===== src/rtl/axi_burst_addr_gen.sv =====
// AXI burst address generator: accepts one burst command and walks it beat by beat,
// producing FIXED/INCR/WRAP addresses plus an error flag for illegal commands.
module axi_burst_addr_gen #(
    parameter int AXI_ID_WIDTH   = 4,
    parameter int AXI_ADDR_WIDTH = 32,
    parameter int AXI_DATA_WIDTH = 64,
    parameter int AXI_LEN_WIDTH  = 8
) (
    input  logic                      clk,
    input  logic                      reset,
    input  logic                      cmd_valid,
    output logic                      cmd_ready,
    input  logic [AXI_ADDR_WIDTH-1:0] cmd_addr,
    input  logic [AXI_LEN_WIDTH-1:0]  cmd_len,
    input  logic [2:0]                cmd_size,
    input  logic [1:0]                cmd_burst,
    input  logic [AXI_ID_WIDTH-1:0]   cmd_id,
    output logic                      beat_valid,
    input  logic                      beat_ready,
    output logic [AXI_ADDR_WIDTH-1:0] beat_addr,
    output logic [AXI_ID_WIDTH-1:0]   beat_id,
    output logic [AXI_LEN_WIDTH-1:0]  beat_idx,
    output logic                      beat_last,
    output logic                      beat_err
);
    localparam int AW       = AXI_ADDR_WIDTH;
    localparam int MAX_SIZE = $clog2(AXI_DATA_WIDTH / 8);

    typedef enum logic { S_IDLE, S_BURST } state_e;
    typedef enum logic [1:0] { M_FIXED, M_INCR, M_WRAP } mode_e;

    state_e                   state_q, state_d;
    mode_e                    mode_q, mode_d;
    logic [AW-1:0]            addr_q, addr_d;
    logic [AXI_ID_WIDTH-1:0]  id_q, id_d;
    logic [AXI_LEN_WIDTH-1:0] idx_q, idx_d;
    logic [AXI_LEN_WIDTH-1:0] len_q, len_d;
    logic [2:0]               size_q, size_d;
    logic                     last_q, last_d;
    logic                     err_q, err_d;

    // Command decode; an oversized beat is clamped to the bus width.
    logic [2:0]    eff_size;
    logic [AW-1:0] cmd_bytes, cmd_aligned, cmd_end;
    logic          wrap_len_ok, wrap_ok, cross_4k, size_bad, cmd_err;
    mode_e         cmd_mode;

    always_comb begin
        size_bad    = cmd_size > 3'(MAX_SIZE);
        eff_size    = size_bad ? 3'(MAX_SIZE) : cmd_size;
        cmd_bytes   = AW'(1) << eff_size;
        cmd_aligned = cmd_addr & ~(cmd_bytes - AW'(1));
        cmd_end     = cmd_aligned + ((AW'(cmd_len) + AW'(1)) << eff_size) - AW'(1);
        cross_4k    = ((cmd_end ^ cmd_addr) >> 12) != '0;
        wrap_len_ok = (cmd_len == AXI_LEN_WIDTH'(1)) || (cmd_len == AXI_LEN_WIDTH'(3)) ||
                      (cmd_len == AXI_LEN_WIDTH'(7)) || (cmd_len == AXI_LEN_WIDTH'(15));
        wrap_ok     = wrap_len_ok && ((cmd_addr & (cmd_bytes - AW'(1))) == '0);
        cmd_err     = (cmd_burst == 2'd3) || size_bad ||
                      ((cmd_burst == 2'd2) && !wrap_ok) ||
                      ((cmd_burst == 2'd1) && cross_4k);
        if (cmd_burst == 2'd0)                  cmd_mode = M_FIXED;
        else if ((cmd_burst == 2'd2) && wrap_ok) cmd_mode = M_WRAP;
        else                                     cmd_mode = M_INCR;
    end

    // Next beat address: align to the beat size, step one beat, fold back inside the wrap window.
    logic [AW-1:0] bytes, inc, wrap_w, lower, next_addr;

    always_comb begin
        bytes  = AW'(1) << size_q;
        inc    = (addr_q & ~(bytes - AW'(1))) + bytes;
        wrap_w = (AW'(len_q) + AW'(1)) << size_q;
        lower  = addr_q & ~(wrap_w - AW'(1));
        case (mode_q)
            M_FIXED: next_addr = addr_q;
            M_WRAP:  next_addr = (inc == lower + wrap_w) ? lower : inc;
            default: next_addr = inc;
        endcase
    end

    always_comb begin
        state_d = state_q;
        mode_d  = mode_q;
        addr_d  = addr_q;
        id_d    = id_q;
        idx_d   = idx_q;
        len_d   = len_q;
        size_d  = size_q;
        last_d  = last_q;
        err_d   = err_q;
        case (state_q)
            S_IDLE: begin
                if (cmd_valid) begin
                    state_d = S_BURST;
                    mode_d  = cmd_mode;
                    addr_d  = cmd_addr;
                    id_d    = cmd_id;
                    idx_d   = '0;
                    len_d   = cmd_len;
                    size_d  = eff_size;
                    last_d  = (cmd_len == '0);
                    err_d   = cmd_err;
                end
            end
            default: begin
                if (beat_ready) begin
                    if (last_q) begin
                        state_d = S_IDLE;
                    end else begin
                        addr_d = next_addr;
                        idx_d  = idx_q + AXI_LEN_WIDTH'(1);
                        last_d = (idx_q + AXI_LEN_WIDTH'(1)) == len_q;
                    end
                end
            end
        endcase
    end

    always_ff @(posedge clk or posedge reset) begin
        if (reset) begin
            state_q <= S_IDLE;
            mode_q  <= M_FIXED;
            addr_q  <= '0;
            id_q    <= '0;
            idx_q   <= '0;
            len_q   <= '0;
            size_q  <= '0;
            last_q  <= 1'b0;
            err_q   <= 1'b0;
        end else begin
            state_q <= state_d;
            mode_q  <= mode_d;
            addr_q  <= addr_d;
            id_q    <= id_d;
            idx_q   <= idx_d;
            len_q   <= len_d;
            size_q  <= size_d;
            last_q  <= last_d;
            err_q   <= err_d;
        end
    end

    assign cmd_ready  = (state_q == S_IDLE);
    assign beat_valid = (state_q == S_BURST);
    assign beat_addr  = addr_q;
    assign beat_id    = id_q;
    assign beat_idx   = idx_q;
    assign beat_last  = last_q;
    assign beat_err   = err_q;

endmodule


===== config.mk =====
export PLATFORM = sky130hd
export DESIGN_NAME = axi_burst_addr_gen
export DESIGN_NICKNAME = d
export VERILOG_FILES = /design/src/rtl/axi_burst_addr_gen.sv
export SDC_FILE = /design/constraint.sdc
export NUM_CORES = 1
export LEC_CHECK = 0
export CAP_MARGIN = 20
export CORE_AREA = 2 2 119 144
export CTS_BUF_LIST = sky130_fd_sc_hd__clkbuf_16
export CTS_CLUSTER_SIZE = 28
export DETAILED_ROUTE_END_ITERATION = 10
export DIE_AREA = 0 0 121 146
export PLACE_DENSITY = 0.9
export SYNTH_ARGS = -nofsm -noshare
export SYNTH_HDL_FRONTEND = slang
export SYNTH_SLANG_ARGS = --single-unit

===== constraint.sdc =====
create_clock -name clk -period 7.2 [get_ports clk]
set_input_delay 1.08 -clock clk [delete_from_list [all_inputs] [get_ports clk]]
set_output_delay 1.08 -clock clk [all_outputs]
set_load 0.03 [all_outputs]

# == Word level (Yosys, flattened, before mapping) ==
# Cells that the tools add are included.
# classes
n_addsub,10
order_cmp,1
n_eq_ne,13
n_shift,4
muxes,21
bitwise_logic,9
reduce_logical,21
# op_table
op,n
$mux 32,5
$and 32x32->32,4
$sub 32x1->32 const B,4
$add 32x32->32,3
$not 32->32,3
$pmux 32 s2,1
$shl 1x3->32 const A,2
$shl 9x3->32,2
$eq 32x32->1,1
$logic_not 32->1,1
$mux 8,4
$reduce_bool 32->1,1
$xor 32x32->32,1
$add 8x1->9 const B,2
$add 8x1->8 const B,1
$eq 8x1->1 const B,1
$eq 8x2->1 const B,1
$eq 8x3->1 const B,1
$eq 8x4->1 const B,1
$eq 8x8->1,1
$logic_not 8->1,1
$mux 1,8
$eq 2x2->1 const B,3
$logic_or 1x1->1,6
13 further kinds,21
# word_totals
reg_bits,60
out_inout_bits,48
wordCells,88

# == Logic depth before layout (Yosys ltp) ==
# logic_depth
depth_word,12
depth_mapped,31

# == Worst setup path after synthesis ==
# No wires, ideal clock.
# synth_path
kind,reg2reg
startpoint,register len_q[1]
endpoint,"register addr_q[27], in the netlist beat_addr[27]"
setup_time_ns,0.137
arrival_time_ns,6.062
t_required_ns,7.063
setup_slack_ns,1.002
stages_incl_launch_ff,29
path_buffers,4
period_less_slack_ns,6.198
cell_sequence,dfrtp_1 > ha_1 > and3_1 > buf_2 > mux2_1 > nand3_2 > o221ai_1 > o21ai_1 > nand2_1 > clkbuf_1 > nand3b_1 > nor4_1 > ha_1 > and2_1 > ha_1 > clkbuf_1 > nand2_1 > a211oi_1 > nor2b_1 > a31oi_1 > or4_1 > a21oi_1 > o21ai_0 > nor4_1 > nand4_1 > buf_6 > mux2_4 > a22oi_1 > a21oi_1
# synth_via
elab_chain_len,12
# synth_lines
item,line,text
from (decl),37,"logic [AXI_LEN_WIDTH-1:0] len_q, len_d;"
from (signal assigned),136,len_q <= len_d;
$add 8x1->9 (*),72,wrap_w = (AW'(len_q) + AW'(1)) << size_q;
$shl 9x3->32 (*),72,
$sub 32x1->32,73,lower = addr_q & ~(wrap_w - AW'(1));
$not 32->32,73,
$and 32x32->32,73,
$add 32x32->32,76,M_WRAP: next_addr = (inc == lower + wrap_w) ? lower : inc;
$eq 32x32->1,76,
$mux 32 (*),76,
$pmux 32 s2 (*),74,case (mode_q)
$mux 32 (*),107,if (last_q) begin
$mux 32 (*),106,if (beat_ready) begin
$mux 32 (*),91,case (state_q)
to (signal assigned),133,addr_q <= addr_d;
to (decl),34,"logic [AW-1:0] addr_q, addr_d;"
# Mark *: on every way between the ends. The rest lies on a longest branch, timed or not. The select of a mux whose other input is x is not followed.
# A chain may end at the register's enable or synchronous reset.

# == Worst setup path in the final report ==
# layout_path
startpoint,register len_q[1]
endpoint,"register addr_q[19], in the netlist beat_addr[19]"
# The elaborated chain is that of the path after synthesis.

==> flow_metrics.py <==
metrics = {
    "floorplanning": {
        "die_area_sq_mm": 0.0177,
        "die_width_um": 121,
        "initial_core_util_pct": 59.5,
        "rows": 51,
        "core_area_sq_mm": 0.0161,
        "ios": 101,
        "die_y_um": 146,
    },
    "critical_path": {
        "crit_family": "compound AO/OA/AOI/OAI gates",
        "slowest_stage": "dfrtp_1",
        "reg2reg_to": "beat_addr[19]",
        "crit_required_ns": 7.38,
        "critPathBufInv": 1,
        "r2r_slack_ns": 0.45,
        "crit_path_end_kind": "flip-flop",
        "worstSetupPathType": "flip-flop to flip-flop",
        "cpMostUsedCell": "a21o_1",
        "reg2reg_from": "len_q[1]",
        "cp_max_fo": 57,
        "reg2regPathDepth": 25,
        "worstPathArrival_ns": 6.93,
        "start_kind": "flip-flop",
        "critical-path-max-stage-delay_ns": 0.46,
    },
    "clock_network": {
        "ctsHoldBuffers": 0,
        "tritoncts": "done",
        "cts.clk_slew.worst_paths_ns": 0.06,
        "post-cts-setup-buffers": 0,
        "clk_latency_ns": 0.33,
        "clockBufferDepth": 2,
        "root_buffer": "clkbuf_16",
        "numCtsBuffers": 9,
        "htreeDepth": 3,
        "tritoncts_num_sinks": 60,
    },
    "logic_synthesis": {
        "synth_area_leaders": "dfrtp_1 16%, ha_1 8.6%, xnor2_1 6.9%",
        "async_reset_ff_share_pct": 100,
        "synth.most_common_cell": "nand2_1",
        "ys.flop_type": "dfrtp_1",
        "synth_edf_count": 0,
        "yosys.cell_types.count": 97,
        "ys_seq_area_share_pct": 15.6,
        "syn_area_sq_mm": 0.00960,
        "postSynthCellCount": 1334,
        "synth_commonest_cells": "157 x nand2_1, 90 x o21ai_0, 86 x inv_1, 86 x nor2_1, 85 x a21oi_1",
        "synthDominantCellAreaShare_pct": 15.6,
        "yosysTopAreaCell": "dfrtp_1",
        "synth-seq-cells": 60,
        "syn_area_per_cell_sq_um": 7.20,
        "yosys_warnings": 0,
    },
    "timing": {
        "finClkSkew_ns": 0.00825,
        "period_needed_ns": 6.75,
        "fmax_mhz": 148,
        "finalHoldViolations": 0,
        "rsz0062_at_grt": "no",
        "setup_tns_ns": 0,
        "max-slew-margin-rel_pct": 26.6,
        "tightest_slew_ns": 1.07,
        "fin_crit_sh_pct": 93.7,
        "setup_violations": 0,
        "slew_violations": 0,
    },
    "worst_hold_path": {
        "hold_path_class": "flip-flop to flip-flop",
        "min_from": "beat_id[0]",
        "holdPathStages": 2,
        "min_to": "beat_id[0]",
    },
    "global_routing": {
        "overflow": 0,
        "grt_usage_pct": 35.0,
        "antenna_found_initial": 0,
        "grt_pass1_vias": 9711,
        "grt_max_degree": 61,
        "grt_pass1_wl_mm": 50.3,
    },
    "route": {
        "drcViolationCount": 0,
        "vias": 10700,
        "wl_per_cell_um": 19.6,
        "drt-initial-drc-count": 1394,
        "drtPass1Iterations": 7,
        "routed_via_density": 6.64,
        "drtAntennaViolNets": 0,
        "wl_mm": 31.4,
    },
    "power": {
        "comb_power_share_pct": 74.5,
        "power_density_mw_per_mm2": 449,
        "seqPwrFrac_pct": 16.7,
        "internal_power_mw": 2.18,
        "leakage_nw": 4.79,
        "switchingPower_mw": 2.74,
        "pwr-share-clk_pct": 8.8,
        "ir_drop_mv": 0.218,
        "switching_share_pct": 55.7,
    },
    "finish": {
        "n_antenna_cell": 0,
        "nNetsFinal": 1507,
        "fin_cells": 1605,
        "syn2layout_area_growth_pct": 14.4,
        "drive_gt1_share_pct": 6.60,
    },
    "place": {
        "placed_cells": 1588,
        "routabilityCongestion": 1.07,
        "place_hpwl_mm": 23.9,
        "io_buffers": 100,
    },
    "run": {
        "drv_cap": 0,
    },
    "run_status": {
        "status": "completed",
    },
}
-- metal layers --
layer / up-vias / share of wire (%) / GRT usage (%)
li1: 4929 / - / -
met1: 4921 / 40 / 47.6
met2: 679 / 46 / 55.4
met3: 122 / 10 / 4.35
met4: 0 / 4.5 / 15.1
met5: - / 0 / 0
-- power by group through the flow --
stage,clock (mW),sequential (mW),combinational [mW]
CTS,0.430,0.799,3.56
global placement,0,0.796,3.48
detailed placement,0,0.807,3.53
finish,0.431,0.824,3.67
floorplan,0,0.795,2.54
global route,0.446,0.837,3.97
-- worst max-delay path by stage --
stage / startpoint / endpoint / slack (ns) / cells past startpoint
2_1_floorplan: len_q[1] / beat_addr[27] / 1.00 / 28
6_report: len_q[1] / beat_addr[19] / 0.45 / 25
4_1_cts: len_q[1] / beat_addr[19] / 0.49 / 26
3_3_place_gp: cmd_size[2] / beat_err / 0.29 / 23
5_1_grt: size_q[0] / beat_addr[19] / 0.02 / 25
3_5_place_dp: cmd_size[2] / beat_err / 0.30 / 23
-- final cells by class --
cell class                 count  area [sq um]
multi-input combinational   1104          7380
fill                        1368          5160
sequential                    60          1500
timing repair buffer         126          1210
inverter                      87           327
tap                          212           265
clock buffer                   9           225
clock inverter                 7          66.3
-- logic make-up after synthesis --
| kind of cell | count (synthesis) | share of synthesized area, % |
|---|---|---|
| buf+inv | 174 | 7.81 |
| simple gates | 495 | 25.8 |
| mux | 38 | 4.18 |
| flops | 60 | 15.6 |
| fa+ha+maj | 67 | 8.71 |
| compound gates | 385 | 27.4 |
| xor+xnor | 113 | 10.4 |
| other cells | 2 | 0.0782 |
-- metrics by stage --
stage	power, mW	utilization [%]	worst slack [ns]	hold slack [ns]	cell area (sq um)
3_3_place_gp	4.28	66.0	0.294	0.458	10700
3_5_place_dp	4.34	66.0	0.298	0.461	10700
5_1_grt	5.25	68.0	0.0190	0.517	11000
4_1_cts	4.79	67.8	0.487	0.476	11000
2_1_floorplan	3.34	-	1.00	0.469	9620
6_report	4.93	68.0	0.451	0.478	11000
-- flip-flops by register name, summed over array words and instances, names as in the netlist --
name,flops
size_q,3
beat_idx,8
beat_last,1
len_q,8
mode_q,2
beat_addr,32
beat_err,1
beat_id,4
beat_valid,1
-- timing repair --
action / 4_1_cts / 5_1_grt
resized for setup: 0 / 3
hold endpoints to repair: 0 / 0
setup endpoints to repair: 0 / 5
-- tightest hold or removal path: stages (launching register included) --
cell     delay, ns
dfrtp_1       0.34
nand2_1       0.05
nand2_1       0.06
-- placed cells by master, fill, tap and decap left out, types with 18 or more instances in the layout --
cell type / count
and2_1: 18
xor2_1: 36
nor3_1: 34
nand2_1: 157
nor2_1: 86
inv_1: 85
mux2i_1: 27
dfrtp_1: 60
and3_1: 28
buf_4: 24
a21oi_1: 85
xnor2_1: 76
nand3_1: 62
o21ai_0: 90
ha_1: 66
clkdlybuf4s50_1: 100
a21o_1: 28
Note: power is estimated with default switching activity, not from simulation.
